### src/rtl/corescore_rx_pkg.sv
// Shared types and defaults for the JTAG-UART receive bridge.
package corescore_rx_pkg;

  localparam logic [7:0]  DEFAULT_EOL_CHAR    = 8'h0A;
  localparam int unsigned DEFAULT_IDLE_CYCLES = 1024;

  typedef struct packed {
    logic       last;
    logic [7:0] dat;
  } rx_entry_t;

endpackage

### src/rtl/corescore_rx_fifo.sv
// Synchronous show-ahead FIFO of rx_entry_t; head entry reads as zero while empty.
module corescore_rx_fifo
  import corescore_rx_pkg::*;
#(
  parameter int unsigned DEPTH_LOG2 = 4
) (
  input  logic                clk,
  input  logic                rst_n,
  input  logic                push,
  input  rx_entry_t           wdata,
  input  logic                pop,
  output rx_entry_t           rdata,
  output logic                full,
  output logic                empty,
  output logic [DEPTH_LOG2:0] free
);

  localparam int unsigned DEPTH = 1 << DEPTH_LOG2;

  rx_entry_t             mem [DEPTH];
  logic [DEPTH_LOG2:0]   wptr_q, rptr_q;
  logic [DEPTH_LOG2:0]   count;
  logic                  wr_en, rd_en;

  assign count = wptr_q - rptr_q;
  assign empty = (wptr_q == rptr_q);
  assign full  = (wptr_q[DEPTH_LOG2] != rptr_q[DEPTH_LOG2]) &&
                 (wptr_q[DEPTH_LOG2-1:0] == rptr_q[DEPTH_LOG2-1:0]);
  assign free  = (DEPTH_LOG2 + 1)'(DEPTH) - count;

  // A pop frees the head slot in the same cycle, so a push into a full FIFO is legal then.
  assign wr_en = push && (!full || pop);
  assign rd_en = pop && !empty;

  assign rdata = empty ? '0 : mem[rptr_q[DEPTH_LOG2-1:0]];

  always_ff @(posedge clk) begin
    if (wr_en) begin
      mem[wptr_q[DEPTH_LOG2-1:0]] <= wdata;
    end
  end

  always_ff @(posedge clk or negedge rst_n) begin
    if (!rst_n) begin
      wptr_q <= '0;
      rptr_q <= '0;
    end else begin
      if (wr_en) wptr_q <= wptr_q + 1'b1;
      if (rd_en) rptr_q <= rptr_q + 1'b1;
    end
  end

endmodule

### src/rtl/corescore_jtag_rx.sv
// JTAG-UART host-to-device bytes to AXI-stream bytes, framed by EOL_CHAR.
// Define CORESCORE_RX_TIMEOUT_EN to also close a packet after IDLE_CYCLES idle clocks.
module corescore_jtag_rx
  import corescore_rx_pkg::*;
#(
  parameter int unsigned DEPTH_LOG2  = 4,
  parameter logic [7:0]  EOL_CHAR    = DEFAULT_EOL_CHAR,
  parameter int unsigned IDLE_CYCLES = DEFAULT_IDLE_CYCLES
) (
  input  logic       i_clk,
  input  logic       i_rstn,
  input  logic [7:0] i_rx_dat,
  input  logic       i_rx_ena,
  output logic       o_rx_dav,
  output logic [7:0] o_tdata,
  output logic       o_tlast,
  output logic       o_tvalid,
  input  logic       i_tready,
  output logic       o_overflow
);

  logic       pend_vld_q, pend_eol_q;
  logic [7:0] pend_dat_q;
  logic       pend_clear;

  logic       push, pop, push_ok;
  rx_entry_t  push_entry, head;
  logic       fifo_full, fifo_empty;
  logic [DEPTH_LOG2:0]   fifo_free;
  logic [DEPTH_LOG2+1:0] free_next;

  logic       dav_q, overflow_q;
  logic       timeout_fire;

`ifdef CORESCORE_RX_TIMEOUT_EN
  localparam int unsigned CNT_W = (IDLE_CYCLES > 2) ? $clog2(IDLE_CYCLES) : 1;
  localparam logic [CNT_W-1:0] CNT_FIRE = CNT_W'(IDLE_CYCLES - 1);

  logic [CNT_W-1:0] idle_cnt_q;
  logic             idle_armed;

  assign idle_armed   = pend_vld_q && !pend_eol_q;
  // A byte arriving in the firing cycle wins: the pending byte goes out with last=0.
  assign timeout_fire = idle_armed && !i_rx_ena && (idle_cnt_q == CNT_FIRE);

  always_ff @(posedge i_clk or negedge i_rstn) begin
    if (!i_rstn) begin
      idle_cnt_q <= '0;
    end else if (i_rx_ena || !idle_armed) begin
      idle_cnt_q <= '0;
    end else if (idle_cnt_q != CNT_FIRE) begin
      idle_cnt_q <= idle_cnt_q + 1'b1;
    end
  end
`else
  logic unused_idle_cycles;
  assign unused_idle_cycles = ^IDLE_CYCLES;
  assign timeout_fire       = 1'b0;
`endif

  // Push arbitration: at most one FIFO write per cycle, always of the pending byte.
  always_comb begin
    push       = 1'b0;
    push_entry = '0;
    pend_clear = 1'b0;
    if (pend_vld_q && pend_eol_q) begin
      push       = 1'b1;
      push_entry = '{last: 1'b1, dat: pend_dat_q};
      pend_clear = 1'b1;
    end else if (i_rx_ena && pend_vld_q) begin
      push       = 1'b1;
      push_entry = '{last: 1'b0, dat: pend_dat_q};
    end else if (timeout_fire && pend_vld_q) begin
      push       = 1'b1;
      push_entry = '{last: 1'b1, dat: pend_dat_q};
      pend_clear = 1'b1;
    end
  end

  assign pop     = !fifo_empty && i_tready;
  assign push_ok = push && (!fifo_full || pop);

  always_comb begin
    free_next = {1'b0, fifo_free};
    if (push_ok) free_next = free_next - 1'b1;
    if (pop)     free_next = free_next + 1'b1;
  end

  always_ff @(posedge i_clk or negedge i_rstn) begin
    if (!i_rstn) begin
      pend_vld_q <= 1'b0;
      pend_eol_q <= 1'b0;
      pend_dat_q <= '0;
    end else if (i_rx_ena) begin
      pend_vld_q <= 1'b1;
      pend_eol_q <= (i_rx_dat == EOL_CHAR);
      pend_dat_q <= i_rx_dat;
    end else if (pend_clear) begin
      pend_vld_q <= 1'b0;
    end
  end

  // Two free slots keep room for one byte already in flight once dav drops.
  always_ff @(posedge i_clk or negedge i_rstn) begin
    if (!i_rstn) begin
      dav_q      <= 1'b0;
      overflow_q <= 1'b0;
    end else begin
      dav_q <= (free_next >= (DEPTH_LOG2 + 2)'(2));
      if (push && !push_ok) overflow_q <= 1'b1;
    end
  end

  corescore_rx_fifo #(
    .DEPTH_LOG2(DEPTH_LOG2)
  ) u_fifo (
    .clk   (i_clk),
    .rst_n (i_rstn),
    .push  (push),
    .wdata (push_entry),
    .pop   (pop),
    .rdata (head),
    .full  (fifo_full),
    .empty (fifo_empty),
    .free  (fifo_free)
  );

  assign o_tvalid   = !fifo_empty;
  assign o_tdata    = head.dat;
  assign o_tlast    = head.last;
  assign o_rx_dav   = dav_q;
  assign o_overflow = overflow_q;

endmodule

### config.mk
export PLATFORM = sky130hd
export DESIGN_NAME = corescore_jtag_rx
export DESIGN_NICKNAME = d
export VERILOG_FILES = /design/src/rtl/corescore_rx_pkg.sv /design/src/rtl/corescore_rx_fifo.sv /design/src/rtl/corescore_jtag_rx.sv
export SDC_FILE = /design/constraint.sdc
export NUM_CORES = 1
export LEC_CHECK = 0
export CAP_MARGIN = 0
export CORE_UTILIZATION = 65
export CTS_CLUSTER_SIZE = 20
export DETAILED_ROUTE_END_ITERATION = 6
export GPL_TIMING_DRIVEN = 0
export HOLD_SLACK_MARGIN = 0.12
export PLACE_DENSITY = 0.8
export SLEW_MARGIN = 20
export SYNTH_ARGS = -nofsm -noshare
export SYNTH_HDL_FRONTEND = slang
export SYNTH_SLANG_ARGS = --single-unit
export TNS_END_PERCENT = 30
### constraint.sdc
create_clock -name i_clk -period 4.55 [get_ports i_clk]
set_input_delay 0.455 -clock i_clk [delete_from_list [all_inputs] [get_ports i_clk]]
set_output_delay 0.455 -clock i_clk [all_outputs]
set_load 0.005 [all_outputs]
==> reports/metrics.yaml, run 1 <==
status: "finished, final reports clean"
grt_pass1_vias: 3795
synth-xor-area-share: 0.0210
dpl.hpwl_um: 9270
ys_seq_elements: 166
worstMarginPinSlew_ps: 984
grt_usage: 0.287
synth-edff-count: 144
synthMuxAreaShare: 0.162
peakVddDrop_v: 0.000385
grt_max_degree: 23
via_per_inst: 6.47
p_total_w: 0.00579
core_um2: 10400
synthTopCellsByArea: "edfxtp_1 (62%), mux4_2 (14%), dfrtp_1 (7.8%)"
io_pins: 24
route.met3.wl_um: 1100
path_clk_slew_ps: 70
nFillCells: 581
drv_slew: 0
cts_buffers: 17
syn_avg_cell_area_um2: 18.5
power.switching_w: 0.00197
ctsHoldBuffers: 0
placed_area_um2: 7470
swShare: 0.340
dieArea_um2: 11200
synth_cells: 379
num_rows: 37
power.density_nw_per_um2: 720
synth_compound_area_frac: 0.0223
min_path_type: "in2async"
fin_nets: 453
top_layer: "met4"
p_leak_nw: 2.71
start_util: 0.674
worstSkewPairLatency_ps: 530
num_antenna_cells: 0
yosysSeqAreaShare: 0.694
antenna_left: 0
r2r-end: "u_fifo.mem[10][1]"
postCtsSetupRepairBufs: 0
fin_crit_ps: 3860
m1WireLength_um: 5820
pwr-share-clk: 0.239
cts_tree: "yes"
crit_arrival_ps: 3410
drt_first_pass_iters: 7
p_seq_frac: 0.336
globalRoute.totalOverflow: 0
cap_viol_max_count: 0
fmax_mhz: 259
finalInstanceArea_um2: 8050
path_max_fanout: 10
post_cts_resized: 0
syn2layout_area_growth_pct: 14.5
synth_fp_nets: 406
crit_required_ps: 4090
drc: 0
numPortBuffers: 23
holdWs_ps: 447
rsz0062_at_grt: "false"
grt_pass1_wl_um: 22100
yosysTopAreaCellShare: 0.616
drt_iter0_markers: 454
route.met2.wl_um: 7420
cts.sinks: 166
wl_per_cell_um: 25.4
startpoint_type: "flip-flop"
ff2ff_setup_slack_ps: 850
gp_congestion: 0.821
period_share: 0.849
num_vias: 3714
async_flop_share: 0.133
r2r_start: "u_fifo.rptr_q[0]"
hold_viol: 0
ys_dominant_reg_cell: "edfxtp_1"
intPower_w: 0.00382
setup_viol: 0
die_y_um: 106
combinationalPowerShare: 0.425
die_w_um: 106
synth_top_family_by_area: "multiplexers"
crit_type: "reg2out"
drive_gt1_frac: 0.233
antenna_found_initial: 0
yosysUniqueCellTypes: 39
fin_worst_skew_ps: 4.95
drt_wl_total_um: 14600
synthAdderAreaFrac: 0.0278
clk_path_buf_depth: 2
h-tree-depth: 4
yosys_warnings: 0
syn-cell-area_um2: 7020
synthSimpleGateAreaFrac: 0.0543
ff2ff_path_depth: 9
end_kind: "primary output"
root_buffer: "clkbuf_8"
yosys.area.top_type: "edfxtp_1"
relSlewSlack: 0.341
tns_ps: 0
-- sequential cells by signal, indices dropped and copies added, names as in the netlist --
register,flops
o_overflow,1
o_rx_dav,1
pend_dat_q,8
pend_eol_q,1
pend_vld_q,1
u_fifo.mem,144
u_fifo.rptr_q,5
u_fifo.wptr_q,5
-- cell usage in the layout, fill, tap and decap left out, drive strengths merged, types with 3 or more instances in the layout --
| cell type | count |
|---|---|
| edfxtp | 144 |
| mux4 | 45 |
| clkbuf | 25 |
| clkdlybuf4s50 | 22 |
| dfrtp | 22 |
| nor2 | 19 |
| and2 | 18 |
| inv | 17 |
| ha | 14 |
| buf | 14 |
| nand2 | 12 |
| xnor2 | 12 |
| mux2 | 9 |
| nand4 | 7 |
| o21ai | 7 |
| nor3 | 5 |
| a21oi | 4 |
| nand3 | 4 |
| xor2 | 4 |
| clkinv | 4 |
| a211oi | 3 |
| clkinvlp | 3 |
-- kinds of logic (layout without fill, tap and decap cells) --
logic type | Yosys count | after routing
compound gates | 24 | 24
buf+inv | 29 | 88
flops | 166 | 166
xor+xnor | 16 | 16
mux | 56 | 56
simple gates | 73 | 73
fa+ha+maj | 15 | 15
-- worst max-delay path, stage by stage (launching register included) --
cell	delay, ps
dfrtp_1	400
buf_2	330
buf_1	600
mux4_2	440
mux4_2	490
and2_1	180
clkdlybuf4s50_1	440
-- layer usage --
metal  global-route usage  up-vias
met4                0.104        0
met1                0.398     1923
met2                0.454      174
met5                    0        -
li1                     -     1601
met3               0.0668       16
-- per-stage QoR --
step           instances  setup WS, ps   util
3_3_place_gp         538           449  0.713
4_1_cts              573           674  0.772
6_report             574           686  0.772
3_5_place_dp         542           887  0.718
2_1_floorplan        379          1430      -
5_1_grt              574           552  0.772
-- cell usage after synthesis (2+ instances only) --
cell type / instances
mux2_2: 9
buf_1: 4
nand3_1: 4
xnor2_1: 12
mux2i_1: 2
a211oi_1: 3
mux4_2: 45
nor3_1: 5
buf_6: 3
o31ai_1: 2
a21oi_1: 4
and4_1: 2
ha_1: 14
nor2_1: 19
edfxtp_1: 144
nor3b_1: 2
inv_1: 13
buf_2: 2
xor2_1: 3
nand4_1: 7
clkbuf_1: 7
and2_1: 18
o21ai_0: 7
nand2_1: 12
dfrtp_1: 22
-- how the worst max path moves through the flow --
| stage | startpoint | end |
|---|---|---|
| 3_3_place_gp | u_fifo.rptr_q[0] | u_fifo.mem[0][5] |
| 6_report | u_fifo.rptr_q[1] | o_tlast |
| 3_5_place_dp | u_fifo.rptr_q[0] | u_fifo.mem[8][5] |
| 5_1_grt | u_fifo.rptr_q[0] | o_tdata[5] |
| 4_1_cts | u_fifo.rptr_q[1] | o_tlast |
| 2_1_floorplan | u_fifo.rptr_q[0] | u_fifo.mem[0][0] |
-- power by group through the flow --
| stage | Combinational (W) | Sequential (W) | Clock, W |
|---|---|---|---|
| global route | 0.00265 | 0.00196 | 0.00145 |
| detailed placement | 0.00239 | 0.00197 | 0 |
| finish | 0.00246 | 0.00195 | 0.00139 |
| CTS | 0.00245 | 0.00194 | 0.00140 |
| floorplan | 0.00170 | 0.00195 | 0 |
| global placement | 0.00230 | 0.00196 | 0 |
-- cell type report --
cell class                 count  area (um2)  area share
clock inverter                13         148      0.0184
sequential                   166        4870       0.606
clock buffer                  18         418      0.0519
tap                          136         170      0.0212
multi-input combinational    184        2040       0.253
buffer                        16        85.1      0.0106
timing repair buffer          28         265      0.0330
inverter                      13        48.8     0.00607
No activity file was read; power rests on OpenSTA's default activity.
==> run 2: changes to the inputs <==
--- a/config.mk
+++ b/config.mk
@@ -6,12 +6,12 @@
 export NUM_CORES = 1
 export LEC_CHECK = 0
 export CAP_MARGIN = 0
-export CORE_UTILIZATION = 65
+export CORE_UTILIZATION = 61
 export CTS_CLUSTER_SIZE = 20
 export DETAILED_ROUTE_END_ITERATION = 6
 export GPL_TIMING_DRIVEN = 0
 export HOLD_SLACK_MARGIN = 0.12
-export PLACE_DENSITY = 0.8
+export PLACE_DENSITY = 0.75
 export SLEW_MARGIN = 20
 export SYNTH_ARGS = -nofsm -noshare
 export SYNTH_HDL_FRONTEND = slang
==> constraint.sdc (replaced) <==
create_clock -name i_clk -period 3.7 [get_ports i_clk]
set_input_delay 0.37 -clock i_clk [delete_from_list [all_inputs] [get_ports i_clk]]
set_output_delay 0.37 -clock i_clk [all_outputs]
set_load 0.005 [all_outputs]
==> run 2 against run 1 <==
Setup slack worse by 640 ps; power up 27%; register-to-register slack worse by 630 ps; clock-buffer cell count up 4; sequential power up 23%; critical path type unchanged.
==> reports/metrics.yaml, run 2 (synthesis results as in run 1) <==
io_pins: 24  # unchanged
grt_usage: 0.265  # -0.0212
cts.sinks: 166  # unchanged
p_total_w: 0.00735  # +27%
worstSkewPairLatency_ps: 430  # -100 ps
period_share: 0.988
clk_path_buf_depth: 2  # unchanged
drive_gt1_frac: 0.253  # +0.0200
antenna_left: 0  # unchanged
syn2layout_area_growth_pct: 16.5
largest_register_ffs: 144  # unchanged
dpl.hpwl_um: 9360  # +0.92%
startpoint_type: "flip-flop"
wl_per_cell_um: 24.6  # -2.9%
grt_max_degree: 23  # unchanged
drv_slew: 0  # unchanged
h-tree-depth: 4  # unchanged
dp_slack_ps: -35.5  # -922 ps
worstMarginPinSlew_ps: 1060  # +79.3 ps
power.density_nw_per_um2: 898  # +25%
numPortBuffers: 23  # unchanged
grt_pass1_vias: 3704  # -2.4%
drt_wl_total_um: 14300  # -2.1%
rsz0062_at_grt: "true"
setup_viol: 0  # unchanged
p_leak_nw: 2.77  # +2.0%
num_rows: 38  # +2.7%
die_y_um: 109  # +3.2%
cap_viol_max_count: 0  # unchanged
num_vias: 3700  # -0.38%
crit_type: "reg2out"
path_clk_slew_ps: 60  # about the same
nFillCells: 637  # +9.6%
drt_iter0_markers: 292  # -36%
fin_nets: 453  # unchanged
drc: 0  # unchanged
via_per_inst: 6.39  # -1.2%
grt_pass1_wl_um: 21400  # -3.1%
fin_crit_ps: 3660
end_kind: "primary output"
crit_required_ps: 3330  # -760 ps
dieArea_um2: 11900  # +6.4%
hold_viol: 0  # unchanged
path_max_fanout: 10  # unchanged
final_cell_mix: "edfxtp_1 (144), mux4_2 (45), clkdlybuf4s50_1 (22), dfrtp_1 (22), and2_1 (18)"
crit_arrival_ps: 3290  # -120 ps
status: "finished, final reports clean"
setup_slack_ps: 42.7  # -643 ps
num_antenna_cells: 0  # unchanged
peakVddDrop_v: 0.000519  # +35%
cts_tree: "yes"
fmax_mhz: 273
drt_first_pass_iters: 4  # -3
globalRoute.totalOverflow: 0  # unchanged
layout_commonest_cell: "edfxtp_1"
gp_congestion: 0.869  # +5.8%
root_buffer: "clkbuf_16"
antenna_found_initial: 1  # +1
instances_no_fill: 579  # +0.87%
tns_ps: 0  # unchanged
fin_worst_skew_ps: 14.8  # +9.89 ps
min_path_type: "in2async"
dp.cells: 546  # +0.74%
cts_buffers: 17  # unchanged
start_util: 0.637  # -0.0376
fin_util: 0.742  # -0.0304
relSlewSlack: 0.288  # -0.0530
die_w_um: 109  # +3.2%
core_um2: 11000  # +5.9%
-- run 2: cell count changes in the layout (fill, tap and decap cells not counted) --
cell / delta
clkinv_4: -1
clkbuf_1: +1
buf_6: +3
clkbuf_8: +2
bufinv_16: +3
nor2_1: -9
clkinvlp_4: -2
inv_6: -2
clkinv_2: -1
nor2_2: +9
buf_4: -3
clkbuf_16: +1
-- run 2: worst paths after layout --
kind | start | to | slack (ps) | cells after the start
hold / removal | i_rstn | o_rx_dav | 450 | 2
setup / recovery | u_fifo.rptr_q[0] | o_tlast | 40 | 10
max in group asynchronous | i_rstn | u_fifo.wptr_q[2] | 2880 | 2
min in group i_clk | o_overflow | o_overflow | 480 | 1
hold reg to reg | o_overflow | o_overflow | 480 | 1
setup reg to reg | u_fifo.rptr_q[0] | u_fifo.mem[4][7] | 220 | 9
-- run 2: stage by stage --
step,area [um2],hold slack [ps]
after floorplan,7020,74.4
after global placement,7430,462
after detailed placement,7490,466
after CTS,8160,491
after global routing,8180,507
final,8180,452
-- run 2: worst max-delay path, cell delays in order, from the launching register on --
cell             delay, ps
dfrtp_1                390
buf_6                  210
buf_6                  210
inv_1                   80
ha_1                   400
nand4_1                170
nor2_1                 100
inv_1                  140
clkbuf_1               410
and2_1                 220
clkdlybuf4s50_1        520
-- run 2: per-layer routing --
layer,global-route usage,share of wire,up-vias
met5,0,0,-
met4,0.114,0.015,0
met3,0.0676,0.078,18
met2,0.416,0.49,159
met1,0.359,0.41,1927
li1,-,-,1596
-- run 2: power breakdown --
part | internal, W | total, W | switching (W)
Clock | 0.00126 | 0.00198 | 0.000721
Sequential | 0.00229 | 0.00239 | 0.000107
Combinational | 0.00145 | 0.00298 | 0.00153
-- run 2: layout make-up --
| cell class | instances | area, um2 | share of cell area |
|---|---|---|---|
| tap | 140 | 175 | 0.0214 |
| multi-input combinational | 184 | 2060 | 0.251 |
| clock buffer | 22 | 474 | 0.0579 |
| sequential | 166 | 4870 | 0.596 |
| clock inverter | 10 | 191 | 0.0234 |
| inverter | 13 | 48.8 | 0.00596 |
| buffer | 16 | 85.1 | 0.0104 |
| timing repair buffer | 28 | 277 | 0.0338 |
-- run 2: what timing repair did --
action                                 4_1_cts  5_1_grt
endpoints found under the hold margin        0       22
hold buffers                                 0        1
setup buffers                                0        0
setup endpoints to repair                    9       81
gates resized for setup                      1        8
